$ cat src/rtl/shift_rotate_sequencer.sv
// Multi-cycle 32-bit shift/rotate unit: steps an accumulator one bit per clock (SHR/SHRA/SHL/ROR/ROL).
// Define SHIFT_SEQ_FAST_STEP_EN to take 4-bit steps while at least four steps remain.
module shift_rotate_sequencer #(
    parameter int DATA_W = 32,
    parameter int CNT_W  = 5
) (
    input  logic              clk,
    input  logic              clr,
    input  logic              start,
    input  logic [2:0]        op,
    input  logic [DATA_W-1:0] in_data,
    input  logic [DATA_W-1:0] amount,
    output logic              busy,
    output logic              done,
    output logic [DATA_W-1:0] result
);

    typedef enum logic [1:0] {
        S_IDLE = 2'd0,
        S_RUN  = 2'd1,
        S_DONE = 2'd2
    } state_t;

    localparam logic [2:0] OP_SHR  = 3'd0;
    localparam logic [2:0] OP_SHRA = 3'd1;
    localparam logic [2:0] OP_SHL  = 3'd2;
    localparam logic [2:0] OP_ROR  = 3'd3;
    localparam logic [2:0] OP_ROL  = 3'd4;

    state_t            state_q;
    logic [DATA_W-1:0] acc_q;
    logic [DATA_W-1:0] acc_d;
    logic [CNT_W-1:0]  cnt_q;
    logic [CNT_W-1:0]  cnt_d;
    logic [2:0]        op_q;
    logic              done_q;
    logic [DATA_W-1:0] result_q;

    function automatic logic [DATA_W-1:0] step1(input logic [DATA_W-1:0] a, input logic [2:0] o);
        case (o)
            OP_SHR:  step1 = {1'b0, a[DATA_W-1:1]};
            OP_SHRA: step1 = {a[DATA_W-1], a[DATA_W-1:1]};
            OP_SHL:  step1 = {a[DATA_W-2:0], 1'b0};
            OP_ROR:  step1 = {a[0], a[DATA_W-1:1]};
            OP_ROL:  step1 = {a[DATA_W-2:0], a[DATA_W-1]};
            default: step1 = a;
        endcase
    endfunction

`ifdef SHIFT_SEQ_FAST_STEP_EN
    function automatic logic [DATA_W-1:0] step4(input logic [DATA_W-1:0] a, input logic [2:0] o);
        case (o)
            OP_SHR:  step4 = {4'b0000, a[DATA_W-1:4]};
            OP_SHRA: step4 = {{4{a[DATA_W-1]}}, a[DATA_W-1:4]};
            OP_SHL:  step4 = {a[DATA_W-5:0], 4'b0000};
            OP_ROR:  step4 = {a[3:0], a[DATA_W-1:4]};
            OP_ROL:  step4 = {a[DATA_W-5:0], a[DATA_W-1:DATA_W-4]};
            default: step4 = a;
        endcase
    endfunction

    // Next accumulator/count for one RUN cycle (4-bit stride while possible)
    always_comb begin
        acc_d = acc_q;
        cnt_d = cnt_q;
        if (cnt_q >= 5'd4) begin
            acc_d = step4(acc_q, op_q);
            cnt_d = cnt_q - 5'd4;
        end else begin
            acc_d = step1(acc_q, op_q);
            cnt_d = cnt_q - 5'd1;
        end
    end
`else
    // Next accumulator/count for one RUN cycle
    always_comb begin
        acc_d = step1(acc_q, op_q);
        cnt_d = cnt_q - 5'd1;
    end
`endif

    // Sequencer FSM with registered done/result; start is only honoured in IDLE
    always_ff @(posedge clk or posedge clr) begin
        if (clr) begin
            state_q  <= S_IDLE;
            acc_q    <= '0;
            cnt_q    <= '0;
            op_q     <= 3'd0;
            done_q   <= 1'b0;
            result_q <= '0;
        end else begin
            case (state_q)
                S_IDLE: begin
                    done_q <= 1'b0;
                    if (start) begin
                        acc_q   <= in_data;
                        cnt_q   <= amount[CNT_W-1:0];
                        op_q    <= op;
                        state_q <= S_RUN;
                    end else begin
                        state_q <= S_IDLE;
                    end
                end
                S_RUN: begin
                    if (cnt_q != 5'd0) begin
                        acc_q  <= acc_d;
                        cnt_q  <= cnt_d;
                        done_q <= 1'b0;
                    end else begin
                        result_q <= acc_q;
                        done_q   <= 1'b1;
                        state_q  <= S_DONE;
                    end
                end
                S_DONE: begin
                    done_q  <= 1'b0;
                    state_q <= S_IDLE;
                end
                default: begin
                    done_q  <= 1'b0;
                    state_q <= S_IDLE;
                end
            endcase
        end
    end

    assign busy   = (state_q != S_IDLE);
    assign done   = done_q;
    assign result = result_q;

endmodule
$ cat config.mk
export PLATFORM = sky130hd
export DESIGN_NAME = shift_rotate_sequencer
export DESIGN_NICKNAME = d
export VERILOG_FILES = /design/src/rtl/shift_rotate_sequencer.sv
export SDC_FILE = /design/constraint.sdc
export NUM_CORES = 1
export LEC_CHECK = 0
export ABC_AREA = 1
export BUFFER_PORTS_ARGS = -buffer_cell sky130_fd_sc_hd__buf_2
export CORE_MARGIN = 1
export CORE_UTILIZATION = 57
export CTS_CLUSTER_SIZE = 14
export DETAILED_ROUTE_END_ITERATION = 12
export PLACE_DENSITY_LB_ADDON = 0.08
export SLEW_MARGIN = 25
export SYNTH_ARGS = -nofsm -noshare
export SYNTH_HDL_FRONTEND = slang
export SYNTH_SLANG_ARGS = --single-unit
$ cat constraint.sdc
create_clock -name clk -period 3.95 [get_ports clk]
set_input_delay 0.1975 -clock clk [delete_from_list [all_inputs] [get_ports clk]]
set_output_delay 0.1975 -clock clk [all_outputs]
set_load 0.05 [all_outputs]
# Word level (Yosys, flattened, before mapping)
# Cells that the tools add are included.
# W data, S select, Z words.
[op_classes]
add_sub_neg = 1
n_eq_ne = 11
n_mux = 12
bitwise_logic = 1
reduce_logical = 10
[ops]
columns = ["op", "count"]
rows = [
  ["$pmux W32 S5", 1],
  ["$mux W32", 2],
  ["$pmux W32 S2", 1],
  ["$mux W5", 2],
  ["$pmux W5 S2", 1],
  ["$ne A2 B2 Y1 const B", 4],
  ["$eq A3 B2 Y1 const B", 2],
  ["$ne A6 B1 Y1 const B", 1],
  ["$ne A5 B1 Y1 const B", 1],
  ["$reduce_and A5 Y1", 1],
  ["$reduce_bool A5 Y1", 1],
  ["$sub A5 B1 Y5 const B", 1],
  ["$pmux W2 S2", 1],
  ["$reduce_and A2 Y1", 2],
  ["$reduce_and A4 Y1", 1],
  ["$reduce_bool A2 Y1", 2],
  ["$eq A3 B1 Y1 const B", 1],
  ["$eq A3 B3 Y1 const B", 1],
  ["$logic_not A3 Y1", 1],
  ["$mux W1", 3],
  ["$reduce_and A3 Y1", 1],
  ["$eq A2 B1 Y1 const B", 1],
  ["$logic_not A2 Y1", 1],
  ["$mux W2", 1],
  ["$not A1 Y1", 1],
]
[word_totals]
reg_bits = 75
inputBits = 70
output_inout_bits = 34
wordCells = 42

# Depth between registers and ports, before layout
# Gate-level depths: netlist (run 1).
[depth]
word_depth = 4
depth_mapped = 10
mapped_depth_nobuf = 9

# Worst setup path after synthesis (run 1)
# Ideal clock, no wire load.
[synth_path]
path_type = "register to register"
from = "reg cnt_q[0]"
to = "reg result_q[0] (netlist: result[0])"
t_arrival_ns = 1.276
required_time_ns = 3.828
setup_slack_ns = 2.552
path_stages_with_launch = 10
period_less_slack_ns = 1.398
cell_sequence = "dfrtp_1 -> inv_1 -> ha_1 -> nand3_1 -> nand2_2 -> nand2_2 -> buf_6 -> buf_6 -> nand2_1 -> o21ai_2"
[synth_via]
elab_chain_cells = 3
[synth_lines]
columns = ["item", "line_no", "text"]
rows = [
  ["start: declaration", "33", "logic [CNT_W-1:0] cnt_q;"],
  ["start signal: assignment", "97", "cnt_q <= amount[CNT_W-1:0];"],
  ["start signal: assignment", "107", "cnt_q <= cnt_d;"],
  ["$reduce_bool A5 Y1", "105", "if (cnt_q != 5'd0) begin"],
  ["$not A1 Y1 (no source line)", "--", ""],
  ["$reduce_and A2 Y1 (no source line)", "--", ""],
  ["end signal: assignment", "110", "result_q <= acc_q;"],
  ["end: declaration", "37", "logic [DATA_W-1:0] result_q;"],
]
# Every way passes these cells.
# A chain may end at the register's enable or synchronous reset.

# Worst setup path after layout (run 1)
[layout_path]
from = "reg op_q[0]"
to = "reg acc_q[1]"
[layout_via]
elab_chain_cells = 4
elab_cells_between_ends = 10
classes_between = "5 x eq/ne; 3 x mux; 2 x reduce/logical"
[layout_lines]
columns = ["item", "line_no", "text"]
rows = [
  ["start: declaration", "35", "logic [2:0] op_q;"],
  ["start signal: assignment", "98", "op_q <= op;"],
  ["$eq A3 B3 Y1, or another cell as far along", "40", "case (o)"],
  ["$pmux W32 S5", "40", ""],
  ["$mux W32", "105", ""],
  ["$pmux W32 S2", "92", "case (state_q)"],
  ["end signal: assignment", "96", "acc_q <= in_data;"],
  ["end: declaration", "31", "logic [DATA_W-1:0] acc_q;"],
]
# Parallel ways exist; a longest one is shown, timed or not. The select of a mux whose other input is x is not followed.

==> results.md, run 1 <==
* Status: complete, but fails checks
* Failing checks: hold timing
* Fin crit share at 0.619
* Slew @ Worst Pin at 821 ps
* Yosys cell types at 22
* Pre-CTS setup slack at 1510 ps
* Setup bufs post-CTS at 0
* Max Clock Freq at 409 MHz
* Clk sinks at 75
* RSZ-0062 raised after global routing: false
* Met1 Usage GRT at 0.322
* CP Launch Type: flip-flop
* Worst rel slew slack at 0.452
* Vias/cell at 5.18
* First drt pass iteration count at 5
* RR Startpoint: op_q[0]
* Buf/Inv on CP at 2
* Storage cell area at 1880 sq um
* Syn. warnings at 0
* Synth Instances at 529
* Final setup viols at 0
* Final core utilization at 0.663
* Commonest non-fill, non-tap cell in the layout: nand2_1
* First-pass GRT wire length at 14,800 microns
* Grt met3 use at 0.0443
* Largest stage delay on the critical path at 600 ps
* Most common cell on crit path: nand2_1
* Met2 global-route usage at 0.431
* Busiest grt layer: met2
* Fin. Hold Viols at 24
* Slowest cell on crit path: inv_2
* Per-cell routed wire length at 12.7 microns
* Fin. max-slew vios at 0
* Register-to-Register Setup Slack at 1510 ps
* Final Instance Area at 4510 sq um
* Initial core utilization at 0.590
* Synth Area in Compound Gates at 0.0787
* Skew-Pair Late Insertion Delay at 340 ps
* Remaining DRCs at 0
* Avg Cell Area, Syn at 7.57 sq um
* Clock Skews at 8.20 ps
* Congestion Overflow GR at 0
* Fill cells at 634
* Required @ worst endpoint at 4220 ps
* Drt first-iter violations at 280
* Syn Nets at 600
* Xor/xnor share of the synthesized area at 0
* Die width at 85.8 microns
* R2R cell count at 7
* Share of cells above drive strength 1 at 0.231
* Crit path cell chain: inv_2 -> nand2_1 -> nand3_1 -> nand2_2 -> inv_2 -> nand2_1 -> nand2_1
* Seq cells post-synth at 75
* CTS root buf: clkbuf_8
* Post-synthesis mux area share at 0
* Setup TNS at 0 ps
* Total Wirelength at 8730 microns
* Synth Area in Adders at 0.00312
* Most frequent cells in the layout: nand2_1, buf_2, dfrtp_1
* Area Overhead vs Synth at 12.5%
* Tot Pwr at 4.67 mW
* Ant. Diodes at 0
* HP Class: in2async
* Initial antenna violation count at 0
* Area taken by multi-input logic gates at 1720 sq um
* Crit path max-delay family: buffers and inverters
* Dpl cells at 672
* Cts hold-fix bufs at 0
* RePlAce Congestion at 0.778
* CTS tree: built
* Hold slack at -14.0 ps
* Vias in the first global route at 3,302
* R2r endpoint: acc_q[1]
* Die H at 85.8 microns
* GRT Overall Usage at 0.254
* Main combinational cell family by area after synthesis: simple AND/OR/NAND/NOR gates
* Cell leakage power at 2.55 nW
* Fin worst setup slack at 1510 ps
* H-tree depth at 3
* Total die area at 7370 sq um
* Post-Place Cell Area at 4320 sq um
* FP Rows at 30
* Sequential share of the synthesized area at 0.468
* Vias at 3,551
* Max-Cap Viols at 0
* Antenna viol nets, final at 0
* Maximum vdd drop at 0.000668 V
* Total CTS buffers at 9
* Deepest clock path buffer count at 2
* Final std cells w/o fill at 686
* Synthesized area at 4010 sq um
* CP arrival at 2720 ps
* Fin crit period at 2440 ps
* Clock-pin slew on the worst setup and hold paths at 80 ps
* I/O pins at 104
* Largest net degree at the start of global routing at 48
* Post_cts resized at 0
* Setup CP Type: reg2reg
* Core Area at 6790 sq um
* PwrDens at 1040 nW/um^2
* Worst Path Max Fanout at 34
* Worst setup EP type: flip-flop
* Simple-gate share of the synthesized area at 0.348
* Fin nets at 658
* Count of buffers from port buffering at 76
* DP HPWL at 5520 microns
[how the worst max path moves through the flow]
stage	start	endpoint	slack, ps	cells past startpoint
2_1_floorplan	clr	acc_q[0]	1840	1
3_3_place_gp	state_q[1]	acc_q[16]	1510	7
3_5_place_dp	state_q[1]	acc_q[16]	1510	7
4_1_cts	state_q[1]	acc_q[1]	1480	7
5_1_grt	state_q[1]	acc_q[29]	1300	7
6_report	op_q[0]	acc_q[1]	1510	7
[logic make-up (layout without fill, tap and decap cells)]
logic type	count (synthesis)	after routing
simple gates	325	325
buf+inv	82	143
flops	75	75
compound gates	46	46
fa+ha+maj	1	1
[power breakdown]
group	switching, mW	internal [mW]	leakage (nW)	total [mW]
registers	0.183	1.13	0.945	1.31
clock network	0.272	0.301	0.0950	0.572
logic	2.03	0.758	1.51	2.79
total	2.48	2.19	2.55	4.67
[sequential cells by signal (all words and copies together), names as in the netlist]
signal	cells
done	1
op_q	3
acc_q	32
cnt_q	5
result	32
state_q	2
[layer usage]
| metal | vias up | part of all wire |
|---|---|---|
| met5 | - | 0 |
| met4 | 0 | 0.014 |
| met3 | 10 | 0.060 |
| met2 | 139 | 0.47 |
| met1 | 1617 | 0.46 |
| li1 | 1785 | - |
[cell type report]
class / instances / area share
multi-input cells: 372 / 0.382
clock buffers: 11 / 0.0314
well taps: 96 / 0.0267
repair buffers: 80 / 0.0938
flip-flops and latches: 75 / 0.416
inverters: 49 / 0.0411
clock inverters: 3 / 0.00888
[synthesized netlist by cell type]
library cell  instances  area [sq um]
inv_1                43           161
buf_4                 7          52.6
nand4_1              33           206
nor2_1                8          30.0
nand3_2               1          10.0
o21ai_1               2          10.0
buf_2                12          60.1
buf_1                 1          3.75
nand2_1             233           875
inv_2                 6          22.5
or2_2                 2          12.5
buf_6                 8          90.1
clkbuf_1              5          18.8
nand2_2              10          62.6
o21ai_2              22           193
dfrtp_1              75          1880
o21ai_0              20           100
o211ai_1              1          7.51
a21oi_1               1          5.00
ha_1                  1          12.5
nor2_4                1          11.3
nand3_1              37           185
[worst register-to-register path: stages (launching register included)]
cell and delay (ps):
dfrtp_1 390, inv_2 460, nand2_1 190, nand3_1 140
nand2_2 390, inv_2 610, nand2_1 140, nand2_1 80
(Power assumes the default switching activity.)
==> run 2, diff against run 1 <==
--- a/config.mk
+++ b/config.mk
@@ -5,10 +5,10 @@
 export SDC_FILE = /design/constraint.sdc
 export NUM_CORES = 1
 export LEC_CHECK = 0
-export ABC_AREA = 1
+export ABC_AREA = 0
 export BUFFER_PORTS_ARGS = -buffer_cell sky130_fd_sc_hd__buf_2
 export CORE_MARGIN = 1
-export CORE_UTILIZATION = 57
+export CORE_UTILIZATION = 53
 export CTS_CLUSTER_SIZE = 14
 export DETAILED_ROUTE_END_ITERATION = 12
 export PLACE_DENSITY_LB_ADDON = 0.08
==> constraint.sdc (replaced) <==
create_clock -name clk -period 2.3 [get_ports clk]
set_input_delay 0.115 -clock clk [delete_from_list [all_inputs] [get_ports clk]]
set_output_delay 0.115 -clock clk [all_outputs]
set_load 0.05 [all_outputs]
==> results.md, run 2 <==
* Synth cell count leaders: dfrtp_1, o21ai_0, nor2_1, mux2_2, a21oi_1
* Syn Nets at 452 (-25%)
* Total CTS buffers at 9 (unchanged)
* Clk sinks at 75 (unchanged)
* RSZ-0062 raised after global routing: false
* Top cell type by total area after synthesis: dfrtp_1
* Synthesized area at 3800 sq um (-5.2%)
* HP Class: in2reg
* R2R cell count at 7 (unchanged)
* Count of buffers from port buffering at 76 (unchanged)
* CP Launch Type: flip-flop
* Antenna viol nets, final at 0 (unchanged)
* H-tree depth at 3 (unchanged)
* First-pass GRT wire length at 14,100 microns (-4.6%)
* Main area contributors after synthesis: dfrtp_1, mux2_2, o21ai_0
* Syn. warnings at 0 (unchanged)
* Buf/Inv on CP at 2 (unchanged)
* RR Startpoint: cnt_q[0]
* Area Overhead vs Synth at 17.6%
* Fin nets at 518 (-21%)
* Crit path max-delay family: simple AND/OR/NAND/NOR gates
* Per-cell routed wire length at 15.4 microns (+21%)
* Die H at 86.6 microns (+0.94%)
* Slowest cell on crit path: or4b_1
* Number of synthesized flops with an enable pin at 0 (unchanged)
* Top-count cell post-synth: dfrtp_1
* Post-synth top area share at 0.494 (+0.0258)
* Setup CP Type: reg2reg
* Worst setup EP type: flip-flop
* Worst Hold End: op_q[0]
* Fin crit share at 0.924 (+0.305)
* Worst Path Max Fanout at 31 (-8.8%)
* Share of cells above drive strength 1 at 0.325 (+0.0947)
* Initial core utilization at 0.553 (-0.0369)
* Vias/cell at 5.59 (+8.0%)
* Largest stage delay on the critical path at 470 ps (-130 ps)
* RePlAce Congestion at 0.773 (-0.71%)
* Most frequent cells in the layout: buf_2, dfrtp_1, o21ai_0
* Deepest clock path buffer count at 2 (unchanged)
* Remaining DRCs at 0 (unchanged)
* CTS tree: built
* Initial antenna violation count at 0 (unchanged)
* Fin. Hold Viols at 0 (-100%)
* Fill cells at 578 (-8.8%)
* Final setup viols at 0 (unchanged)
* Setup TNS at 0 ps (unchanged)
* Max Clock Freq at 471 MHz (+15%)
* Total die area at 7510 sq um (+1.9%)
* Skew-Pair Late Insertion Delay at 340 ps (about the same)
* Slew @ Worst Pin at 410 ps (-411 ps)
* Clock-pin slew on the worst setup and hold paths at 80 ps (about the same)
* R2r endpoint: acc_q[2]
* Final Instance Area at 4470 sq um (-0.92%)
* I/O pins at 104 (unchanged)
* Avg Cell Area, Syn at 9.97 sq um (+32%)
* Fin. max-slew vios at 0 (unchanged)
* Die width at 86.6 microns (+0.94%)
* Vias in the first global route at 2,911 (-12%)
* Post-Place Cell Area at 4250 sq um (-1.7%)
* Post-synth top flop: dfrtp_1
* FP Rows at 30 (unchanged)
* Setup bufs post-CTS at 0 (unchanged)
* Yosys cell types at 38 (+73%)
* Congestion Overflow GR at 0 (unchanged)
* CP Depth at 7 (unchanged)
* First drt pass iteration count at 4 (-1)
* Hold Startpoint: op[0]
* GRT Overall Usage at 0.245 (-0.00876)
* Commonest non-fill, non-tap cell in the layout: buf_2
* Vias at 3,064 (-14%)
* Largest net degree at the start of global routing at 76 (+58%)
* Worst rel slew slack at 0.727 (+0.275)
* Clock Skews at 10.6 ps (+2.36 ps)
* Total Wirelength at 8450 microns (-3.2%)
* Register-to-Register Setup Slack at 180 ps (-1330 ps)
* Fin crit period at 2120 ps (-320 ps)
* CP arrival at 2340 ps (-380 ps)
* Sequential share of the synthesized area at 0.494 (+0.0258)
* Max-Cap Viols at 0 (unchanged)
* Ys async rst share at 1.00 (unchanged)
* Status: completed
* Area taken by multi-input logic gates at 1720 sq um (-0.22%)
* Synth Instances at 381 (-28%)
* Storage cell area at 1880 sq um (unchanged)
* Drt first-iter violations at 231 (-18%)
* DP HPWL at 5250 microns (-4.9%)
* Core Area at 6870 sq um (+1.1%)
* Crit path cell chain: inv_1 -> ha_1 -> or4b_1 -> a21oi_2 -> or2_1 -> buf_12 -> o31ai_1
* Ant. Diodes at 0 (unchanged)
* Required @ worst endpoint at 2520 ps (-1700 ps)
* Seq cells post-synth at 75 (unchanged)
* Post_cts resized at 0 (unchanged)
* CTS root buf: clkbuf_8
* Hold Path Stages at 2
-- run 2: cell types whose count changed after synthesis, moves of 10 or more --
cell | before | now
o21ai_0 | 20 | 69
mux2_2 | 0 | 35
inv_1 | 43 | 6
nand2_1 | 233 | 1
nand2b_1 | 0 | 30
a21oi_1 | 1 | 33
clkbuf_1 | 5 | 20
nand2_2 | 10 | 0
nand3_1 | 37 | 1
nor2_1 | 8 | 38
o31ai_1 | 0 | 31
nand4_1 | 33 | 0
o21ai_2 | 22 | 0
-- run 2: how the worst max path moves through the flow --
stage	endpoint	start
2_1_floorplan	acc_q[0]	clr
3_3_place_gp	acc_q[16]	cnt_q[0]
3_5_place_dp	acc_q[6]	cnt_q[0]
4_1_cts	acc_q[16]	cnt_q[0]
5_1_grt	acc_q[13]	cnt_q[0]
6_report	acc_q[2]	cnt_q[0]
-- run 2: final cells by class --
class | count | share of cell area
Timing Repair Buffer | 90 | 0.118
Sequential cell | 75 | 0.420
Multi-Input combinational cell | 265 | 0.384
Tap cell | 96 | 0.0269
Clock inverter | 4 | 0.0109
Clock buffer | 12 | 0.0347
Inverter | 6 | 0.00504
-- run 2: what timing repair did --
item	4_1_cts	5_1_grt
endpoints found under the setup margin	0	0
hold endpoints to repair	75	0
hold buffers	1	0
-- run 2: cell families after synthesis --
| family | count (synthesis) | synth area share |
|---|---|---|
| AO/OA/AOI/OAI | 141 | 0.213 |
| XOR/XNOR | 1 | 0.00231 |
| adder cells (fa/ha/maj) | 1 | 0.00329 |
| buffers and inverters | 41 | 0.0567 |
| flip-flops | 75 | 0.494 |
| multiplexers | 37 | 0.109 |
| AND/OR/NAND/NOR | 85 | 0.122 |
-- run 2: worst reg2reg max path, delay by kind of cell, from the launching register on --
kind | cells | cell delay (ps)
flip-flops | 1 | 400
buffers and inverters | 2 | 270
AO/OA/AOI/OAI | 2 | 430
adder cells (fa/ha/maj) | 1 | 240
AND/OR/NAND/NOR | 2 | 670
-- run 2: stage by stage --
stage	setup slack, ps	utilization	std cells	hold WS (ps)
2_1_floorplan	275	-	381	267
3_3_place_gp	223	0.619	531	238
3_5_place_dp	182	0.619	531	238
4_1_cts	176	0.650	548	1.74
5_1_grt	19.0	0.650	548	16.6
6_report	176	0.650	548	18.2
-- run 2: metal layers --
layer	vias up	track usage	wire, microns
met3	10	0.0381	399
met1	1475	0.332	3910
met2	94	0.390	4040
met4	0	0.114	102
met5	-	0	0
li1	1485	-	-
Power of run 2 is not shown: default switching activity piles up to over one toggle a cycle in this logic, so the estimate is an artifact.
==> run 3, diff against run 2 <==
--- a/config.mk
+++ b/config.mk
@@ -7,11 +7,13 @@
 export LEC_CHECK = 0
 export ABC_AREA = 0
 export BUFFER_PORTS_ARGS = -buffer_cell sky130_fd_sc_hd__buf_2
+export CORE_ASPECT_RATIO = 1.75
 export CORE_MARGIN = 1
 export CORE_UTILIZATION = 53
 export CTS_CLUSTER_SIZE = 14
 export DETAILED_ROUTE_END_ITERATION = 12
 export PLACE_DENSITY_LB_ADDON = 0.08
+export REMOVE_ABC_BUFFERS = 1
 export SLEW_MARGIN = 25
 export SYNTH_ARGS = -nofsm -noshare
 export SYNTH_HDL_FRONTEND = slang
==> results.md, run 3 (synthesis gave the netlist of run 2 again) <==
* Antenna viol nets, final at 0 (unchanged)
* Final std cells w/o fill at 540 (-1.5%)
* HP Class: in2reg
* Final Instance Area at 4530 sq um (+1.5%)
* Vias in the first global route at 3,054 (+4.9%)
* Hold Startpoint: op[2]
* Total Wirelength at 8470 microns (+0.25%)
* RSZ-0062 raised after global routing: false
* Ant. Diodes at 0 (unchanged)
* Status: completed
* Storage cell area at 1880 sq um (unchanged)
* Final setup viols at 0 (unchanged)
* First drt pass iteration count at 4 (unchanged)
* Congestion Overflow GR at 0 (unchanged)
* Post-Place Cell Area at 4260 sq um (+0.24%)
* Largest stage delay on the critical path at 480 ps (about the same)
* Per-cell routed wire length at 15.7 microns (+1.7%)
* Drt first-iter violations at 242 (+4.8%)
* Deepest clock path buffer count at 2 (unchanged)
* R2R cell count at 7 (unchanged)
* Remaining DRCs at 0 (unchanged)
* Count of buffers from port buffering at 76 (unchanged)
* Largest net degree at the start of global routing at 53 (-30%)
* Slowest cell on crit path: or4b_1
* Clock-pin slew on the worst setup and hold paths at 60 ps (-20 ps)
* Fin crit period at 2050 ps (-72.8 ps)
* Dpl cells at 524 (-1.3%)
* Most frequent cells in the layout: buf_2, dfrtp_1, o21ai_0
* R2r endpoint: acc_q[18]
* Vias at 3,096 (+1.0%)
* Die width at 66.0 microns (-24%)
* Share of cells above drive strength 1 at 0.329 (+0.00373)
* Fin nets at 523 (+0.97%)
* Worst Hold End: op_q[2]
* Skew-Pair Late Insertion Delay at 330 ps (about the same)
* Setup CP Type: reg2reg
* CP Launch Type: flip-flop
* Slew @ Worst Pin at 514 ps (+104 ps)
* Max Clock Freq at 487 MHz (+3.6%)
* DP HPWL at 5650 microns (+7.6%)
* Initial antenna violation count at 0 (unchanged)
* Register-to-Register Setup Slack at 250 ps (+70 ps)
* Area taken by multi-input logic gates at 1720 sq um (unchanged)
* Die H at 114 microns (+32%)
* RR Startpoint: cnt_q[0]
* H-tree depth at 3 (unchanged)
* Clk sinks at 75 (unchanged)
* First-pass GRT wire length at 14,200 microns (+0.69%)
* Area Overhead vs Synth at 19.4%
* Total CTS buffers at 9 (unchanged)
* CTS tree: built
* FP Rows at 40 (+33%)
* Initial core utilization at 0.550 (-0.00300)
* I/O pins at 104 (unchanged)
* Clock Skews at 6.79 ps (-3.77 ps)
* Pre-CTS setup slack at 272 ps (+89.9 ps)
* CP arrival at 2280 ps (-60 ps)
* Max-Cap Viols at 0 (unchanged)
* Fill cells at 588 (+1.7%)
* Crit path cell chain: inv_1 -> ha_1 -> or4b_1 -> a21oi_2 -> buf_4 -> o21ai_0 -> o31ai_1
* Commonest non-fill, non-tap cell in the layout: buf_2
* Fin. Hold Viols at 0 (unchanged)
* GRT Overall Usage at 0.247 (+0.00134)
* Fin worst setup slack at 249 ps (+72.8 ps)
* Final core utilization at 0.656 (+0.00625)
* RePlAce Congestion at 0.812 (+5.1%)
* Fin. max-slew vios at 0 (unchanged)
* CTS root buf: clkbuf_16
* Total die area at 7520 sq um (+0.18%)
* Hold Path Stages at 2 (unchanged)
* Vias/cell at 5.73 (+2.5%)
* Worst rel slew slack at 0.657 (-0.0698)
* Worst Path Max Fanout at 22 (-29%)
* Required @ worst endpoint at 2530 ps (about the same)
* Worst setup EP type: flip-flop
* Fin crit share at 0.892 (-0.0317)
* Core Area at 6910 sq um (+0.55%)
==> run 3: worst max path at each step <==
stage          startpoint   endpoint  slack [ps]
2_1_floorplan  state_q[1]  acc_q[10]        -650
3_3_place_gp     cnt_q[0]   acc_q[1]         310
3_5_place_dp     cnt_q[0]   acc_q[3]         270
4_1_cts          cnt_q[0]  acc_q[18]         240
5_1_grt          cnt_q[0]  acc_q[18]         130
6_report         cnt_q[0]  acc_q[18]         250
==> run 3: area by class of cell <==
type,count,area share
Clock buffer,12,0.0544
Clock inverter,3,0.00331
Inverter,6,0.00497
Multi-Input combinational cell,265,0.379
Sequential cell,75,0.414
Tap cell,84,0.0232
Timing Repair Buffer,95,0.121
==> run 3: stage by stage <==
stage	hold slack, ps	setup TNS, ps
after floorplan	267	-20890
after global placement	183	0
after detailed placement	186	0
after CTS	12.7	0
after global routing	18.2	0
final	20.0	0
==> run 3: repair_timing <==
item | 4_1_cts | 5_1_grt
buffers inserted | 0 | 0
gates resized for setup | 0 | 0
hold buffers | 1 | 0
endpoints found under the hold margin | 23 | 0
==> run 3: worst max-delay path: cells and delay by family, from the launching register on <==
kind / cells / cell delay, ps
compound gates: 3 / 460
fa+ha+maj: 1 / 240
buf+inv: 2 / 380
flops: 1 / 400
simple gates: 1 / 480
==> run 3: routing by layer <==
metal | share of wire | vias up | GRT usage | wire length [microns]
met3 | 0.047 | 18 | 0.0540 | 402
li1 | - | 1497 | - | -
met4 | 0.021 | 0 | 0.111 | 178
met2 | 0.51 | 80 | 0.416 | 4340
met5 | 0 | - | 0 | 0
met1 | 0.42 | 1501 | 0.295 | 3550
Power of run 3 is left out for the same reason.
